<file path="src/rtl/dds_pkg.sv">
// dds_pkg: definitions shared by the dds generator and the tone frequency
// estimator.
//   LUT_ADDR_W  : phase accumulator width common to generator and estimator
//   fsm_state_t : estimator lock states (SEARCH, MEASURE)
//   clog2       : ceiling log2, for sizing counters from parameters
package dds_pkg;

    localparam int LUT_ADDR_W = 8;

    typedef enum logic [0:0] {
        SEARCH  = 1'b0,
        MEASURE = 1'b1
    } fsm_state_t;

    // Number of bits needed to hold 'value' distinct codes (0 .. value-1).
    function automatic int clog2(input int value);
        int result;
        int rem;
        result = 32'sd0;
        rem    = value - 32'sd1;
        while (rem > 32'sd0) begin
            result = result + 32'sd1;
            rem    = rem >>> 1;
        end
        return result;
    endfunction

endpackage

</file>
<file path="src/rtl/tone_freq_estimator_seq_divider.sv">
// seq_divider: restoring unsigned divider that produces one quotient bit per
// clock, MSB first.
//   clk, rst : clock and synchronous active-high reset (also aborts a division)
//   start    : load num/den and begin; ignored while busy
//   num, den : dividend and divisor, captured when start is accepted
//   busy     : high for the NUM_W iteration cycles after the load edge
//   done     : one-cycle pulse after the last iteration; quo is valid then
//   quo      : quotient, holds until the next accepted start
module seq_divider
    import dds_pkg::*;
#(
    parameter int NUM_W = 11,
    parameter int DEN_W = 13
) (
    input  logic             clk,
    input  logic             rst,
    input  logic             start,
    input  logic [NUM_W-1:0] num,
    input  logic [DEN_W-1:0] den,
    output logic             busy,
    output logic             done,
    output logic [NUM_W-1:0] quo
);

    localparam int                ITER_W    = clog2(NUM_W + 1);
    localparam logic [ITER_W-1:0] ITER_LOAD = ITER_W'(NUM_W);
    localparam logic [ITER_W-1:0] ITER_ONE  = ITER_W'(1);

    logic [DEN_W-1:0]  rem_r;
    logic [DEN_W-1:0]  den_r;
    logic [ITER_W-1:0] iter_r;
    logic [DEN_W:0]    shift_s;
    logic [DEN_W-1:0]  diff_s;
    logic              fits_s;
    logic [DEN_W-1:0]  rem_next_s;

    // quo doubles as the dividend shift register: its MSB feeds the remainder
    // while quotient bits enter at the LSB.
    assign shift_s    = {rem_r, quo[NUM_W-1]};
    assign fits_s     = (shift_s >= {1'b0, den_r});
    // When the divisor fits, the difference is below den_r, so the low bits
    // of the modular subtraction are the exact result.
    assign diff_s     = shift_s[DEN_W-1:0] - den_r;
    assign rem_next_s = fits_s ? diff_s : shift_s[DEN_W-1:0];

    // Load on start, then one restoring iteration per clock until done.
    always_ff @(posedge clk) begin
        if (rst) begin
            busy   <= 1'b0;
            done   <= 1'b0;
            quo    <= '0;
            rem_r  <= '0;
            den_r  <= '0;
            iter_r <= '0;
        end else begin
            done <= 1'b0;
            if (start && !busy) begin
                busy   <= 1'b1;
                quo    <= num;
                den_r  <= den;
                rem_r  <= '0;
                iter_r <= ITER_LOAD;
            end else if (busy) begin
                rem_r  <= rem_next_s;
                quo    <= {quo[NUM_W-2:0], fits_s};
                iter_r <= iter_r - ITER_ONE;
                if (iter_r == ITER_ONE) begin
                    busy <= 1'b0;
                    done <= 1'b1;
                end
            end
        end
    end

endmodule

</file>
<file path="src/rtl/tone_freq_estimator.sv">
// tone_freq_estimator: measures the period of a signed sinusoid with a
// hysteretic zero-crossing detector, sums 2^AVG_LOG2 periods and converts the
// sum back into the equivalent 8-bit DDS phase increment
// floor(2^(8+AVG_LOG2) / sum), saturated to 255.
//   clk, rst  : clock and synchronous active-high reset
//   x_in      : signed input sample, DATA_W bits
//   x_valid   : sample enable; only valid samples are evaluated and counted
//   est_inc   : estimated phase increment, holds between updates
//   est_valid : one-cycle pulse when est_inc updates
//   locked    : high from the first est_valid until a timeout or rst
//   overrun   : one-cycle pulse when a window is dropped (divider busy)
module tone_freq_estimator
    import dds_pkg::*;
#(
    parameter int DATA_W     = 8,
    parameter int HYST       = 8,
    parameter int AVG_LOG2   = 2,
    parameter int MAX_PERIOD = 1024
) (
    input  logic                  clk,
    input  logic                  rst,
    input  logic [DATA_W-1:0]     x_in,
    input  logic                  x_valid,
    output logic [LUT_ADDR_W-1:0] est_inc,
    output logic                  est_valid,
    output logic                  locked,
    output logic                  overrun
);

    localparam int PER_W = clog2(MAX_PERIOD + 1);
    localparam int NUM_W = LUT_ADDR_W + 1 + AVG_LOG2;
    localparam int SUM_W = PER_W + AVG_LOG2;
    localparam int K_W   = AVG_LOG2 + 1;

    localparam logic [NUM_W-1:0]         NUM      = NUM_W'(1) << (LUT_ADDR_W + AVG_LOG2);
    localparam logic [NUM_W-1:0]         SAT_MAX  = NUM_W'((1 << LUT_ADDR_W) - 1);
    localparam logic [K_W-1:0]           K_LAST   = K_W'((1 << AVG_LOG2) - 1);
    localparam logic [PER_W-1:0]         PER_MAX  = PER_W'(MAX_PERIOD);
    localparam logic signed [DATA_W-1:0] HYST_POS = DATA_W'(HYST);
    localparam logic signed [DATA_W-1:0] HYST_NEG = DATA_W'(-HYST);

    fsm_state_t             state_r;
    logic                   schmitt_r;
    logic [PER_W-1:0]       cnt_r;
    logic [SUM_W-1:0]       sum_r;
    logic [K_W-1:0]         k_r;
    logic                   start_r;
    logic [SUM_W-1:0]       den_r;

    logic                   below_s;
    logic                   above_s;
    logic                   event_s;
    logic [PER_W-1:0]       period_s;
    logic [SUM_W-1:0]       sum_next_s;
    logic                   win_done_s;
    logic                   timeout_s;
    logic                   div_engaged_s;
    logic                   accept_s;
    logic                   overrun_s;
    logic                   div_rst_s;
    logic                   div_busy_s;
    logic                   div_done_s;
    logic [NUM_W-1:0]       div_quo_s;
    logic [LUT_ADDR_W-1:0]  est_sat_s;

    assign below_s    = x_valid && ($signed(x_in) <= HYST_NEG);
    assign above_s    = x_valid && ($signed(x_in) >= HYST_POS);
    assign event_s    = above_s && !schmitt_r;
    assign period_s   = cnt_r + PER_W'(1);
    assign sum_next_s = sum_r + SUM_W'(period_s);
    assign win_done_s = (state_r == MEASURE) && event_s && (k_r == K_LAST);
    // An event on the same sample always wins over the timeout.
    assign timeout_s  = (state_r == MEASURE) && x_valid && !event_s && (period_s == PER_MAX);

    // A pending start counts as busy; a done pulse does not, so a window that
    // closes while the previous result is being delivered is still accepted.
    assign div_engaged_s = start_r || div_busy_s;
    assign accept_s      = win_done_s && !div_engaged_s;
    assign overrun_s     = win_done_s && div_engaged_s;

    // Losing lock discards any division in flight along with its result.
    assign div_rst_s = rst || timeout_s;

    assign est_sat_s = (div_quo_s > SAT_MAX) ? LUT_ADDR_W'(SAT_MAX) : div_quo_s[LUT_ADDR_W-1:0];

    seq_divider #(
        .NUM_W (NUM_W),
        .DEN_W (SUM_W)
    ) u_div (
        .clk   (clk),
        .rst   (div_rst_s),
        .start (start_r),
        .num   (NUM),
        .den   (den_r),
        .busy  (div_busy_s),
        .done  (div_done_s),
        .quo   (div_quo_s)
    );

    // Schmitt detector, period counter, window accumulator, lock FSM and
    // output registers.
    always_ff @(posedge clk) begin
        if (rst) begin
            state_r   <= SEARCH;
            schmitt_r <= 1'b1;
            cnt_r     <= '0;
            sum_r     <= '0;
            k_r       <= '0;
            start_r   <= 1'b0;
            den_r     <= '0;
            est_inc   <= '0;
            est_valid <= 1'b0;
            locked    <= 1'b0;
            overrun   <= 1'b0;
        end else begin
            start_r   <= 1'b0;
            est_valid <= 1'b0;
            overrun   <= overrun_s;

            if (below_s) begin
                schmitt_r <= 1'b0;
            end else if (above_s) begin
                schmitt_r <= 1'b1;
            end

            case (state_r)
                SEARCH: begin
                    cnt_r <= '0;
                    sum_r <= '0;
                    k_r   <= '0;
                    if (event_s) begin
                        state_r <= MEASURE;
                    end
                end
                MEASURE: begin
                    if (event_s) begin
                        cnt_r <= '0;
                        if (k_r == K_LAST) begin
                            // Window closed: hand it to the divider or drop it.
                            sum_r <= '0;
                            k_r   <= '0;
                            if (accept_s) begin
                                start_r <= 1'b1;
                                den_r   <= sum_next_s;
                            end
                        end else begin
                            sum_r <= sum_next_s;
                            k_r   <= k_r + K_W'(1);
                        end
                    end else if (timeout_s) begin
                        state_r <= SEARCH;
                        cnt_r   <= '0;
                        sum_r   <= '0;
                        k_r     <= '0;
                        locked  <= 1'b0;
                    end else if (x_valid) begin
                        cnt_r <= cnt_r + PER_W'(1);
                    end
                end
                default: begin
                    state_r <= SEARCH;
                    cnt_r   <= '0;
                    sum_r   <= '0;
                    k_r     <= '0;
                end
            endcase

            if (div_done_s && !timeout_s) begin
                est_inc   <= est_sat_s;
                est_valid <= 1'b1;
                locked    <= 1'b1;
            end
        end
    end

endmodule

</file>
<file path="config.mk">
export PLATFORM = sky130hd
export DESIGN_NAME = tone_freq_estimator
export DESIGN_NICKNAME = d
export VERILOG_FILES = /design/src/rtl/dds_pkg.sv /design/src/rtl/tone_freq_estimator_seq_divider.sv /design/src/rtl/tone_freq_estimator.sv
export SDC_FILE = /design/constraint.sdc
export NUM_CORES = 1
export LEC_CHECK = 0
export ABC_AREA = 1
export CAP_MARGIN = 20
export CORE_MARGIN = 3
export CORE_UTILIZATION = 61
export DETAILED_ROUTE_END_ITERATION = 12
export HOLD_SLACK_MARGIN = 0.05
export PLACE_DENSITY = 0.77
export SLEW_MARGIN = 20
export SYNTH_ARGS = -nofsm -noshare
export SYNTH_HDL_FRONTEND = slang
export SYNTH_HIERARCHICAL = 1
export SYNTH_SLANG_ARGS = --single-unit
</file>
<file path="constraint.sdc">
create_clock -name clk -period 3 [get_ports clk]
set_input_delay 0.45 -clock clk [delete_from_list [all_inputs] [get_ports clk]]
set_output_delay 0.45 -clock clk [all_outputs]
set_load 0.02 [all_outputs]
</file>
# Yosys cells after proc, flatten, opt, wreduce, memory -nomap -nowiden
# Index checks and enable logic that the tools add are counted.
# W data, S select, Z words.
# classes
bitwise	4
n_addsub	5
mux	34
n_reduce_logical	28
order_cmp	4
n_eq_ne	6
# ops
op	n
$mux W11	5
$mux W13	4
$pmux W13 S2	1
$pmux W11 S2	1
$mux W1	15
$ge A14 B13 Y1	1
$add A13 B11 Y13	1
$sub A13 B13 Y13	1
$logic_and A1 B1 Y1	12
$add A11 B1 Y11 const B	1
$eq A11 B11 Y1 const B	1
$gt A11 B8 Y1 const B	1
$mux W3	3
$ge A8 B5 Y1 const B	1
$le A8 B4 Y1 const B	1
$mux W4	2
$mux W8	1
$reduce_bool A2 Y1	4
$pmux W3 S2	1
$logic_not A1 Y1	5
$eq A4 B1 Y1 const B	1
$ne A4 B2 Y1 const B	1
$not A1 Y1	4
$reduce_and A4 Y1	1
other kinds (11)	12
# totals
word_cells	100
output_inout_bits	11
register_bits	97
input_bits	11

# Longest topological paths before layout
# logic_depth
ltp_word	10
mapped_depth	17
ltp_nobuf	17

# Cells and area by module
# The synthesis kept the hierarchy.
# modules_own_cells
module	n_inst	cells_each	area_each_um2
tone_freq_estimator	1	461	3290.7
seq_divider	1	418	2731.4

# Least setup slack after synthesis
# OpenSTA, ideal clock, no wires.
# synth_timing
path_kind	reg-to-reg
startpoint	register cnt_r[1]
endpoint	register sum_r[5]
synth_period_minus_slack_ns	2.163
path_buffers	0
t_arrival_ns	2.092
required_ns	2.929
path_stages_with_launch	13
setup_time_ns	0.071
setup_slack_ns	0.837
cell_sequence	dfxtp_1 > ha_1 > nand2_2 > nand2_1 > inv_1 > ha_1 > nand2_1 > o21ai_0 > nand3_1 > nand2_1 > xor2_1 > nand2_1 > a21oi_2
# synth_between
elab_chain_len	5
word_cells_on_any_way	8
# synth_rtl
item	line	text
start: declaration	tone_freq_estimator.sv:44	logic [PER_W-1:0] cnt_r;
start signal: assignment	tone_freq_estimator.sv:157	cnt_r <= cnt_r + PER_W'(1);
$add A11 B1 Y11 *	tone_freq_estimator.sv:69	assign period_s = cnt_r + PER_W'(1);
$add A13 B11 Y13	tone_freq_estimator.sv:70	assign sum_next_s = sum_r + SUM_W'(period_s);
$mux W13	tone_freq_estimator.sv:138	if (k_r == K_LAST) begin
$mux W13	tone_freq_estimator.sv:136	if (event_s) begin
$pmux W13 S2	tone_freq_estimator.sv:126	case (state_r)
end signal: assignment	tone_freq_estimator.sv:147	sum_r <= sum_next_s;
end: declaration	tone_freq_estimator.sv:45	logic [SUM_W-1:0] sum_r;
# Every way passes the cells marked *; elsewhere a longest branch is shown, timed or not.
# A chain may end at the register's enable or synchronous reset.

# Worst setup path after layout
# Same ends and word-level chain as after synthesis.

==> impl_metrics.yaml <==
min_path:
  whs_endpoint: "u_div/den_r[7]"
  whs_path_depth: 2
  hp-class: "reg -> reg"
  worstHoldStart: "u_div/den_r[7]"
synth:
  synthArstFlopShare: 0
  ys_warn_count: 6
  synth.most_common_cell: "nand2_1"
  yosysUniqueCellTypes: 47
  postSynthCellCount: 879
  avgSynthCellArea_um2: 6.85
  ys.flop_type: "dfxtp_1"
  synth_edf_count: 0
  ys_ff_latch: 97
  syn_area_mm2: 0.00602
  yosys.area.top_type_share: 0.322
  yosys-top-cells-count: "222 x nand2_1, 114 x inv_1, 97 x dfxtp_1, 76 x nor2_1, 61 x nand3_1"
  yosysTopAreaCell: "dfxtp_1"
  ys_top_cells_by_area: "dfxtp_1 32%, nand2_1 14%, inv_1 7.1%"
  ys_seq_area_frac: 0.322
timing:
  report.final.slew_viol_count: 0
  hold_viol: 0
  period_share: 0.890
  fmax_mhz: 374
  tns_ns: 0
  tightest_slew_ns: 0.750
  fin_worst_skew_ns: 0.0220
  setup_viol: 0
  max-slew-margin-rel: 0.498
  rsz0062_at_grt: "false"
  period_needed_ns: 2.67
finish:
  antenna_cells: 0
  drive_above_1_share: 0.120
  final_area_mm2: 0.00652
  syn_to_final_growth_pct: 8.29
  nets: 941
global_route:
  grt_overflow_total: 0
  grt_pass1_wl_um: 23600
  grt_max_degree: 38
  grt_pass1_vias: 5269
  grt_usage: 0.252
  antenna_found_initial: 0
worst_setup_path:
  cp_common_cell: "nand2_1"
  cpMaxStageDelayCell: "dfxtp_1"
  worstPathCellList: "ha_1 -> nand2_2 -> nand2_1 -> inv_1 -> ha_1 -> nand2_1 -> o21ai_0 -> nand3_1 -> nand2_1 -> xor2_1 -> nand2_1 -> a21oi_2"
  worst_ep_required_time_ns: 3.29
  ff2ff_setup_slack_ns: 0.33
  cp.arrival_ns: 2.96
  max_stage_delay_ns: 0.45
  path_max_fanout: 6
  critPathLaunchType: "flop"
  crit_buf_inv: 1
  crit_family: "simple AND/OR/NAND/NOR gates"
  reg2reg_depth: 12
  endpoint_kind: "flop"
  r2r_end: "sum_r[5]"
  critical_path_class: "reg -> reg"
  r2r_start: "cnt_r[1]"
floorplanning:
  die-area_mm2: 0.0111
  core_area_mm2: 0.00942
  initial_core_util: 0.640
  num_io_pins: 22
  die-width_um: 105
  rows: 35
  die_y_um: 105
detailed_routing:
  drt_pass1_iterations: 5
  drcViolationCount: 0
  dr_total_vias: 5483
  vias_per_cell: 5.31
  drt_iter0_drc: 334
  drtAntennaViolNets: 0
  wirelength_um: 13400
  post_drt_wl_per_cell_um: 13.0
placed_design:
  io_buffers: 21
  gp_congestion: 0.935
  dp_hpwl_um: 9990
  placed_area_mm2: 0.00630
pwr:
  vdd_drop_max_uv: 221
  leakage_uw: 0.00292
  power_density_mw_per_mm2: 350
clock_network:
  ctsResizeCount: 0
  cts_buffers: 9
  cts_tree: "built"
  ctsHoldBuffers: 0
  cts_buffer_depth: 2
  cts_root_buf: "clkbuf_8"
  htreeDepth: 3
  insertion_delay_ns: 0.37
  clk_pin_slew_worst_paths_ns: 0.10
  cts_setup_buffers: 0
  clock-sinks: 97
run:
  maxCapViolCount: 0
status:
  status: "completed"
-- registers in the layout (all words and copies together) (netlist names), 3 cells and up --
register / flops
est_inc: 8
cnt_r: 11
u_div/den_r: 13
u_div/rem_r: 13
k_r: 3
den_r: 13
u_div/iter_r: 4
u_div/quo: 11
sum_r: 13
-- layout make-up --
class,instances,area (um2)
multi-input cells,629,3410
inverters,126,473
clock buffers,10,138
fillers,797,2890
clock inverters,6,78.8
well taps,129,161
flip-flops and latches,97,1940
repair buffers,35,315
-- worst register-to-register path, stage by stage (launching register included) --
cell	delay [ns]
dfxtp_1	0.45
ha_1	0.23
nand2_2	0.10
nand2_1	0.11
inv_1	0.08
ha_1	0.38
nand2_1	0.10
o21ai_0	0.41
nand3_1	0.14
nand2_1	0.10
xor2_1	0.24
nand2_1	0.13
a21oi_2	0.15
-- layout by cell type, fill, tap and decap left out, types with 18 or more instances in the layout --
cell type	count
clkdlybuf4s50_1	21
nand2_1	222
inv_1	114
nand3_2	18
a21oi_2	18
nand3_1	61
a21oi_1	60
nor2_1	76
o21ai_0	30
dfxtp_1	97
nand4_1	32
ha_1	30
-- kinds of logic after synthesis --
logic type / Yosys count / synth area share
adders and majority gates: 32 / 0.0690
DFF: 97 / 0.322
buffers and inverters: 162 / 0.116
and+or+nand+nor: 444 / 0.344
AOI/OAI and AO/OA: 129 / 0.128
other: 2 / 0.00125
xor gates and xnor gates: 13 / 0.0189
-- metrics by stage --
step	worst slack, ns	total power (uW)	utilization	std cells	hold WS (ns)
final	0.330	2280	0.693	1032	0.463
after global routing	0.0199	2370	0.693	1032	0.494
after CTS	0.368	2310	0.693	1032	0.468
after detailed placement	0.370	1390	0.670	1016	0.452
after global placement	0.440	1390	0.670	1016	0.446
after floorplan	0.837	1360	-	888	0.434
-- metal layers --
metal  track usage  part of all wire  vias up
met5             0                 0        -
met4        0.0787             0.016        0
met3        0.0361             0.040       17
met2         0.443              0.50      106
met1         0.318              0.45     2515
li1              -                 -     2845
-- how the worst max path moves through the flow --
| stage | cells after the start | slack [ns] | start | endpoint |
|---|---|---|---|---|
| CTS | 12 | 0.37 | cnt_r[1] | sum_r[5] |
| floorplan | 12 | 0.84 | cnt_r[1] | sum_r[5] |
| detailed placement | 13 | 0.37 | x_valid | u_div/rem_r[10] |
| finish | 12 | 0.33 | cnt_r[1] | sum_r[5] |
| global route | 12 | 0.02 | cnt_r[1] | sum_r[5] |
| global placement | 13 | 0.44 | x_valid | u_div/rem_r[12] |
-- power breakdown --
part | leakage [uW] | switching [uW] | total, uW | internal, uW
clock | 0.000111 | 490 | 918 | 428
sequential | 0.000781 | 2.49 | 1290 | 1290
combinational | 0.00203 | 48.7 | 73.8 | 25.1
total | 0.00292 | 541 | 2280 | 1740
Power figures use the tool's default switching activity.
==> edit: new RTL, same settings <==
The package constant `LUT_ADDR_W` goes from 8 to 6.
--- a/src/rtl/dds_pkg.sv
+++ b/src/rtl/dds_pkg.sv
@@ -7,3 +7,3 @@
 
-    localparam int LUT_ADDR_W = 8;
+    localparam int LUT_ADDR_W = 6;
 
Interface: changed (resized est_inc); port bits go from 22 to 20. The function was not compared with the original's and may differ.
==> edit against the unedited design <==
- first-iteration DRC count shrank 44%
- critical path type unchanged
- sequential cell count is 4 lower
- worst setup slack gained 0.050 ns
- combinational power is 6.9% lower
- total power decreased by 8.6%
- design area is 5.8% lower
- routed wire length is 3.5% lower
- synthesized area fell by 5.5%
- clock skew fell by 0.0071 ns
- sequential power is 4% lower
- largest cell class unchanged
==> edit: results (changes against the unedited design) <==
Post-DP Area=5960 µm² (-5.5%); internal power=1570 µW (-9.7%); Rows=34 (-2.9%); Routed WL per cell=13.3 µm (+2.1%); Comb. pwr=68.7 µW (-6.9%); Synth area leaders=dfxtp_1 33%, nand2_1 14%, inv_1 7.6%; I/O Buffers=19 (-9.5%); Via Count=5,262 (-4.0%); Leak Pwr=0.00278 µW (-4.9%); GRT Overall Usage=0.258 (+0.00628); Layout Skew=0.0149 ns (-0.00709 ns); multi-input combinational cell area=3190 µm² (-6.5%); nets=906 (-3.7%); final non-filler cell total=976 (-5.4%); met2 Use GR=0.447 (+0.00429); Post-synth top cells=216 x nand2_1, 115 x inv_1, 93 x dfxtp_1; sequential fraction of total cell area=0.303 (+0.00534); met3 GRT Util=0.0433 (+0.00717); ratio of cells with drive above 1 in the final layout=0.0968 (-0.0228); buffering overhead=0.0481 (-0.000275); nonclk inv count=127 (+0.79%); GPL Wtd Cong=0.915 (-2.1%); Non-clk bufs=33 (-5.7%); Clock-cell share=0.0295 (-0.00366); initial DRC count=188 (-44%); Post-Synth XOR/XNOR Area=0.0185 (-0.000446); Reg clk slew, reported paths=0.09 ns; FILL cells=793 (-0.50%); met1 GRT Util=0.324 (+0.00602); largest net degree at the start of global routing=32 (-16%); Util after Layout=0.691 (-0.00180); complex-gate fraction of the synthesized area=0.121 (-0.00689); Netlist cell types=43 (-8.5%); Placed Instances=960 (-5.5%); Post-Synth Adder-Cell Area=0.0730 (+0.00399); multi-input gate count=599 (-4.8%); Clk. pwr=780 µW (-15%); register area share after synthesis=0.327 (+0.00457); pre-CTS setup slack=0.424 ns (+0.0546 ns); HPWL after DPL=9790 µm (-2.0%); global-route wire length before repair=22,100 µm (-6.4%); peak supply drop=0.320 mV (+44%); Sink Count=93 (-4.1%); status=finished clean; vias in the first global route=4,921 (-6.6%); Slew @ Worst Pin=0.800 ns (+0.0507 ns); Crit path arrival time=2.87 ns (-0.09 ns)
-- edit: final timing paths --
check,start,end,slack [ns],depth (start not counted)
max,cnt_r[1],den_r[11],0.38,17
min,k_r[2],k_r[2],0.47,2
max reg2reg,cnt_r[1],den_r[11],0.38,17
min reg2reg,k_r[2],k_r[2],0.47,2
-- edit: per-layer routing --
layer	part of all wire	vias up
met5	0	-
li1	-	2736
met2	0.48	114
met3	0.045	25
met1	0.45	2387
met4	0.026	0
-- edit: worst max-delay path, cell delays in order (launching register included) --
cell,delay [ns]
dfxtp_1,0.45
ha_1,0.28
nand2_2,0.11
nor2_1,0.14
nand2_1,0.06
nand2_1,0.13
inv_1,0.10
ha_1,0.35
nand2_1,0.09
nand2_1,0.07
a31oi_1,0.13
nand2_1,0.12
nand2_1,0.10
nand2_1,0.05
nand2_1,0.05
nand2_1,0.06
o21ai_0,0.17
inv_1,0.05
